### src/rtl/rf_dump.sv
// Debug scan initiator: walks every register of the RF through one read port and
// streams each word (plus an optional wrapping checksum) over a valid/ready link.
module rf_dump #(
    parameter int WIDTH     = 16,
    parameter int NUM_REGS  = 8,
    parameter int SELW      = 3,
    parameter int SEND_CSUM = 1
) (
    input  logic             clk,
    input  logic             rst,
    input  logic             start,
    output logic [SELW-1:0]  rf_regsel,
    input  logic [WIDTH-1:0] rf_rdata,
    output logic [WIDTH-1:0] out_data,
    output logic [SELW:0]    out_idx,
    output logic             out_valid,
    input  logic             out_ready,
    output logic             out_last,
    output logic             busy,
    output logic             done,
    output logic             err
);

    typedef enum logic [2:0] {
        S_IDLE,
        S_LOAD,
        S_SEND,
        S_CSUM,
        S_DONE
    } state_t;

    localparam logic [SELW-1:0] LAST_IDX = SELW'(NUM_REGS - 1);
    localparam logic [SELW:0]   CSUM_IDX = (SELW + 1)'(NUM_REGS);
    localparam logic            HAS_CSUM = (SEND_CSUM != 0);

    state_t           state_q, state_d;
    logic [SELW-1:0]  idx_q, idx_d;
    logic [SELW-1:0]  regsel_q, regsel_d;
    logic [WIDTH-1:0] csum_q, csum_d;
    logic [WIDTH-1:0] out_data_q, out_data_d;
    logic [SELW:0]    out_idx_q, out_idx_d;
    logic             out_valid_q, out_valid_d;
    logic             out_last_q, out_last_d;
    logic             busy_q, busy_d;
    logic             done_q, done_d;
    logic             err_q, err_d;

    logic handshake;
    assign handshake = out_valid_q & out_ready;

    always_comb begin
        state_d     = state_q;
        idx_d       = idx_q;
        regsel_d    = regsel_q;
        csum_d      = csum_q;
        out_data_d  = out_data_q;
        out_idx_d   = out_idx_q;
        out_valid_d = out_valid_q;
        out_last_d  = out_last_q;
        busy_d      = busy_q;
        done_d      = 1'b0;
        err_d       = 1'b0;
        case (state_q)
            S_IDLE: begin
                if (start) begin
                    state_d  = S_LOAD;
                    idx_d    = '0;
                    regsel_d = '0;
                    csum_d   = '0;
                    busy_d   = 1'b1;
                end
            end
            S_LOAD: begin
                err_d       = start;
                out_data_d  = rf_rdata;
                out_idx_d   = {1'b0, idx_q};
                csum_d      = csum_q + rf_rdata;
                out_valid_d = 1'b1;
                out_last_d  = (idx_q == LAST_IDX) && !HAS_CSUM;
                state_d     = S_SEND;
            end
            S_SEND: begin
                err_d = start;
                if (handshake) begin
                    if (idx_q != LAST_IDX) begin
                        out_valid_d = 1'b0;
                        idx_d       = idx_q + SELW'(1);
                        regsel_d    = idx_q + SELW'(1);
                        state_d     = S_LOAD;
                    end else if (HAS_CSUM) begin
                        // Checksum is presented straight away so valid stays high across the boundary
                        out_data_d  = csum_q;
                        out_idx_d   = CSUM_IDX;
                        out_last_d  = 1'b1;
                        out_valid_d = 1'b1;
                        state_d     = S_CSUM;
                    end else begin
                        out_valid_d = 1'b0;
                        out_last_d  = 1'b0;
                        done_d      = 1'b1;
                        state_d     = S_DONE;
                    end
                end
            end
            S_CSUM: begin
                err_d = start;
                if (handshake) begin
                    out_valid_d = 1'b0;
                    out_last_d  = 1'b0;
                    done_d      = 1'b1;
                    state_d     = S_DONE;
                end
            end
            S_DONE: begin
                busy_d  = 1'b0;
                state_d = S_IDLE;
            end
            default: state_d = S_IDLE;
        endcase
    end

    always_ff @(posedge clk) begin
        if (rst) begin
            state_q     <= S_IDLE;
            idx_q       <= '0;
            regsel_q    <= '0;
            csum_q      <= '0;
            out_data_q  <= '0;
            out_idx_q   <= '0;
            out_valid_q <= 1'b0;
            out_last_q  <= 1'b0;
            busy_q      <= 1'b0;
            done_q      <= 1'b0;
            err_q       <= 1'b0;
        end else begin
            state_q     <= state_d;
            idx_q       <= idx_d;
            regsel_q    <= regsel_d;
            csum_q      <= csum_d;
            out_data_q  <= out_data_d;
            out_idx_q   <= out_idx_d;
            out_valid_q <= out_valid_d;
            out_last_q  <= out_last_d;
            busy_q      <= busy_d;
            done_q      <= done_d;
            err_q       <= err_d;
        end
    end

    assign rf_regsel = regsel_q;
    assign out_data  = out_data_q;
    assign out_idx   = out_idx_q;
    assign out_valid = out_valid_q;
    assign out_last  = out_last_q;
    assign busy      = busy_q;
    assign done      = done_q;
    assign err       = err_q;

endmodule

### config.mk
export PLATFORM = sky130hd
export DESIGN_NAME = rf_dump
export DESIGN_NICKNAME = d
export VERILOG_FILES = /design/src/rtl/rf_dump.sv
export SDC_FILE = /design/constraint.sdc
export NUM_CORES = 1
export LEC_CHECK = 0
export CORE_MARGIN = 3
export CORE_UTILIZATION = 52
export CTS_BUF_LIST = sky130_fd_sc_hd__clkbuf_4 sky130_fd_sc_hd__clkbuf_8 sky130_fd_sc_hd__clkbuf_16
export CTS_CLUSTER_DIAMETER = 60
export DETAILED_ROUTE_END_ITERATION = 10
export GPL_ROUTABILITY_DRIVEN = 0
export HOLD_SLACK_MARGIN = 0.12
export MAX_ROUTING_LAYER = met4
export PLACE_DENSITY = 0.79
export SYNTH_ARGS = -nofsm -noshare
export SYNTH_HDL_FRONTEND = slang
export SYNTH_SLANG_ARGS = --single-unit
### constraint.sdc
create_clock -name clk -period 3.5 [get_ports clk]
set_input_delay 0.7 -clock clk [delete_from_list [all_inputs] [get_ports clk]]
set_output_delay 0.7 -clock clk [all_outputs]
set_load 0.005 [all_outputs]
-- Word-level counts from Yosys, hierarchy flattened
Index checks and enable logic that the tools add are counted.
- add/subtract/negate cells: 2
- multiplexer cells: 27
- reduce and logical (&&, ||, !) cells: 16
- divide/modulo/power cells: 0
- shift operators: 0
- bitwise logic cells: 3
- magnitude comparators: 0
- multiply operators: 0
- equal/unequal tests: 10
- operator list (kind ; number):
    one-hot mux 16 bit (2 select lines) ; 2
    2-to-1 mux 16 bit ; 3
    2-to-1 mux 3 bit ; 6
    adder 16 bit ; 1
    one-hot mux 3 bit (4 select lines) ; 1
    inequality test 2 bit (second input constant) ; 5
    AND reduction 3 bit ; 3
    2-to-1 mux 4 bit ; 2
    one-hot mux 4 bit (2 select lines) ; 1
    AND reduction 4 bit ; 2
    nonzero test 2 bit ; 4
    2-to-1 mux 1 bit ; 7
    equality test 3 x 2 -> 1 bit (second input constant) ; 2
    one-hot mux 1 bit (3 select lines) ; 2
    one-hot mux 3 bit (2 select lines) ; 1
    AND reduction 2 bit ; 2
    OR reduction 2 bit ; 2
    adder 3 x 1 -> 3 bit (second input constant) ; 1
    equality test 3 x 1 -> 1 bit (second input constant) ; 1
    equality test 3 bit (second input constant) ; 1
    zero test 3 bit ; 1
    inequality test 3 bit (second input constant) ; 1
    nonzero test 3 bit ; 1
    OR reduction 3 bit ; 1
    4 further kinds ; 5
- word-level logic and storage cells: 68
- input port bits: 20
- bits in registers: 47
- bits in read-only memories: 0
- bits in writable memories: 0
- memories kept: 0
- bits in latches: 0
- output and inout port bits: 28

-- Logic depth before layout (Yosys ltp)
- depth in word-level cells: 4
- depth in mapped cells: 9

-- Worst setup path before layout
No wires, ideal clock.
- kind: input to register
- start point: in rf_rdata[0]
- end point: reg csum_q[14]
- stages: 9
- path slack: 1168 ps
- path buffers: 0
- arrival: 2215 ps
- library setup time: 117 ps
- path through: ha_1 inv_1 fa_1 nor2b_1 o2111ai_1 a211oi_1 nor3_1 xnor2_1 a22o_1
- longest elaborated chain between the ends: 2
- ends and longest elaborated chain (element ; line ; RTL):
    start, declared ; 13 ; input logic [WIDTH-1:0] rf_rdata,
    adder 16 bit ; 77 ; csum_d = csum_q + rf_rdata;
    one-hot mux 16 bit (2 select lines) ; 63 ; case (state_q)
    end signal, assigned ; 139 ; csum_q <= csum_d;
    end, declared ; 39 ; logic [WIDTH-1:0] csum_q, csum_d;
Every way passes these cells.
A chain may end at the register's enable or synchronous reset.

-- Worst setup path after layout
Ends and elaborated chain as after synthesis.

==> key figures <==
Outcome
  • Status: complete, no violations

Die
  • Die Y: 77.84 µm
  • Initial Utilization: 55.35%
  • Number of core rows: 25
  • Boundary Pins: 48
  • Core box area: 4848 µm²
  • DIE WIDTH: 77.84 µm
  • Die ar.: 6059 µm²

Final layout
  • Layout cells sized above 1: 9.855%
  • Multi-input gate area: 1617 µm²
  • Antenna fix cells: 0
  • Area Growth Syn to Fin: 22.42%
  • Number of fill cells: 413
  • FF+latch area: 940.9 µm²
  • Layout net count: 382

Synth
  • Post-Syn Instances: 307
  • Yosys reg bits: 47
  • Primary FF master, synth: dfxtp_1
  • Mapped Area: 2684 µm²
  • Netlist cell types: 46
  • Post-synth EDFFs: 0
  • Share of the synthesized area in the top cell type: 35.06%
  • Yosys top cell by area: dfxtp_1
  • Syn nets: 345
  • Yosys warnings: 0
  • Seq/Total Area, Yosys: 35.06%
  • Ys async rst share: 0%
  • Avg Inst Size Synth: 8.742 µm²
  • Area contributors post-synth: dfxtp_1, ha_1, a311oi_2, nand2_1, nor2_1

Route
  • # DRC: 0
  • Initial DRC Count: 125
  • DRT Wirelength: 6257 µm
  • 1st-pass router iterations: 4
  • Total number of vias: 2,349
  • WL/cell: 15.19 µm
  • DR vias/cell: 5.701
  • Antenna viol nets, final: 0

Clocking
  • Post-CTS Setup Inserts: 0
  • Clk_lat worst skew: 0.30 ns
  • H-tree depth: 2
  • Post-CTS Resized: 0
  • Root Driver: clkbuf_8
  • Max Root-Sink Buffers: 2
  • Cts bufs inserted: 5
  • Clock sink count: 47
  • Worst-path clk slew: 0.09 ns
  • CTS tree: yes
  • Hold buffer count at CTS: 0

STA
  • Hold Violations, Final: 0
  • Rel. slew slack: 31.24%
  • RSZ-0062 raised after global routing: no
  • Fmax: 0.3649 GHz
  • Final worst path period share: 78.31%
  • Worst Slack Setup Final: 0.7592 ns
  • Worst Tran Pin Value: 1.028 ns
  • Setup Viol. Count Final: 0
  • Max-slew violations: 0
  • Min Tclk post-route: 2.741 ns
  • Setup TNS: 0 ns
  • Setup Skew: 0.004880 ns

Critical path
  • CP max stage delay: 0.48 ns
  • CP Max Fanout: 3
  • CP Capture Type: flop
  • Crit path kind: in -> reg
  • Worst path arrival time: 2.94 ns
  • Buffers and inverters on the worst path: 2
  • WP data required: 3.70 ns
  • Kind of cell adding the most delay to the critical path: compound AO/OA/AOI/OAI gates
  • CP Cell Sequence: clkdlybuf4s50_1, ha_1, inv_1, fa_1, nor2b_1, o2111ai_1, a211oi_1, nor3_1, xnor2_1, a22o_1
  • Worst setup SP type: input port
  • Crit-path slowest cell: clkdlybuf4s50_1

Job
  • Max-Cap Viols: 0

Placement
  • Post-Place Setup Slack: 0.4314 ns
  • DP HPWL: 4424 µm
  • Port bufs: 47

Pwr
  • Leak: 1.248 nW
  • Peak supply drop: 0.0002210 V
  • Total power divided by cell area: 423.2 nW/µm²
  • Final Power: 1.391 mW

Global route
  • Total gr overflow: 0
  • First-pass GRT wire length: 10,360 µm
  • Tot GR Track Use: 21.50%
  • Vias in the first global route: 2,285
  • Initial antenna violation count: 0
  • Largest net degree at the start of global routing: 40

Hold path
  • Worst Hold Class: reg -> reg
## report_power, final
part | internal [mW] | total [mW] | switching [mW]
sequential | 0.569 | 0.595 | 0.0269
combinational | 0.151 | 0.321 | 0.170
clock | 0.285 | 0.474 | 0.190
total | 1.00 | 1.39 | 0.387
## registers in the layout (all words and copies together) (netlist names)
| signal | count |
|---|---|
| out_data | 16 |
| out_valid | 1 |
| csum_q | 16 |
| rf_regsel | 3 |
| out_last | 1 |
| out_idx | 4 |
| state_q | 3 |
| err | 1 |
| done | 1 |
| busy | 1 |
## per-layer routing
metal	part of all wire, %	track usage (%)	wire length, µm	up-vias
li1	-	-	-	1179
met1	46	26.42	2895	1113
met2	49	36.64	3095	51
met3	3.5	4.060	219	6
met4	0.75	4.626	47	0
met5	0	-	0	-
## area by class of cell
type | instances | area share, %
multi-input combinational | 236 | 49.20
sequential | 47 | 28.64
timing repair buffer | 50 | 15.00
tap | 67 | 2.551
clock buffer | 5 | 2.094
clock inverter | 3 | 2.056
inverter | 4 | 0.4570
## cells by family (layout without fill, tap and decap cells)
| group | after synthesis | count (layout) | synth area share, % |
|---|---|---|---|
| simple gates | 111 | 111 | 18.74 |
| buf+inv | 24 | 62 | 4.709 |
| mux | 2 | 2 | 0.7925 |
| flops | 47 | 47 | 35.06 |
| xor+xnor | 16 | 16 | 5.222 |
| fa+ha+maj | 18 | 18 | 8.671 |
| compound gates | 89 | 89 | 26.81 |
## worst paths after layout
path	startpoint	endpoint	slack [ns]	cells after the start
max reg2reg	csum_q[0]$_SDFFE_PP0P_	csum_q[14]$_SDFFE_PP0P_	1.28	9
max	rf_rdata[0]	csum_q[14]$_SDFFE_PP0P_	0.76	10
min reg2reg	out_idx[1]$_SDFFE_PP0P_	out_idx[1]$_SDFFE_PP0P_	0.45	2
min	out_idx[1]$_SDFFE_PP0P_	out_idx[1]$_SDFFE_PP0P_	0.45	2
## cells in the mapped netlist, types with 4 or more instances
library cell   n
nand2_1       48
dfxtp_1       47
nor2_1        33
a21oi_1       23
ha_1          17
a311oi_2      13
xnor2_1       13
clkbuf_1      11
a22o_1         8
a22oi_1        8
o21ai_0        8
a21o_1         6
nand3_1        5
nor2b_1        5
a211oi_1       4
buf_6          4
inv_1          4
nand4_1        4
nor2_2         4
nor3_1         4
## worst register-to-register path: cells and delay by family (launching register included)
family | cells | cell delay (ns)
adder cells (fa/ha/maj) | 2 | 0.61
AO/OA/AOI/OAI | 3 | 0.69
AND/OR/NAND/NOR | 2 | 0.28
XOR/XNOR | 1 | 0.13
buffers and inverters | 1 | 0.07
flip-flops | 1 | 0.36
## through the flow
stage | hold WS (ns) | utilization (%) | std cells | instance area, µm²
after CTS | 0.4564 | 67.77 | 412 | 3286
after global routing | 0.4757 | 67.77 | 412 | 3286
after detailed placement | 0.4457 | 64.95 | 404 | 3149
after global placement | 0.4375 | 64.95 | 404 | 3149
after floorplan | 0.4483 | - | 307 | 2684
final | 0.4524 | 67.77 | 412 | 3286
## placed cells by master (no fill, tap or decap), types with 5 or more instances in the layout
| cell | count |
|---|---|
| a21o_1 | 6 |
| a21oi_1 | 23 |
| a22o_1 | 8 |
| a22oi_1 | 8 |
| a311oi_2 | 13 |
| clkbuf_8 | 5 |
| clkdlybuf4s50_1 | 47 |
| dfxtp_1 | 47 |
| ha_1 | 17 |
| nand2_1 | 48 |
| nand3_1 | 5 |
| nor2_1 | 33 |
| nor2b_1 | 5 |
| o21ai_0 | 8 |
| xnor2_1 | 13 |
Note: power is estimated with default switching activity, not from simulation.
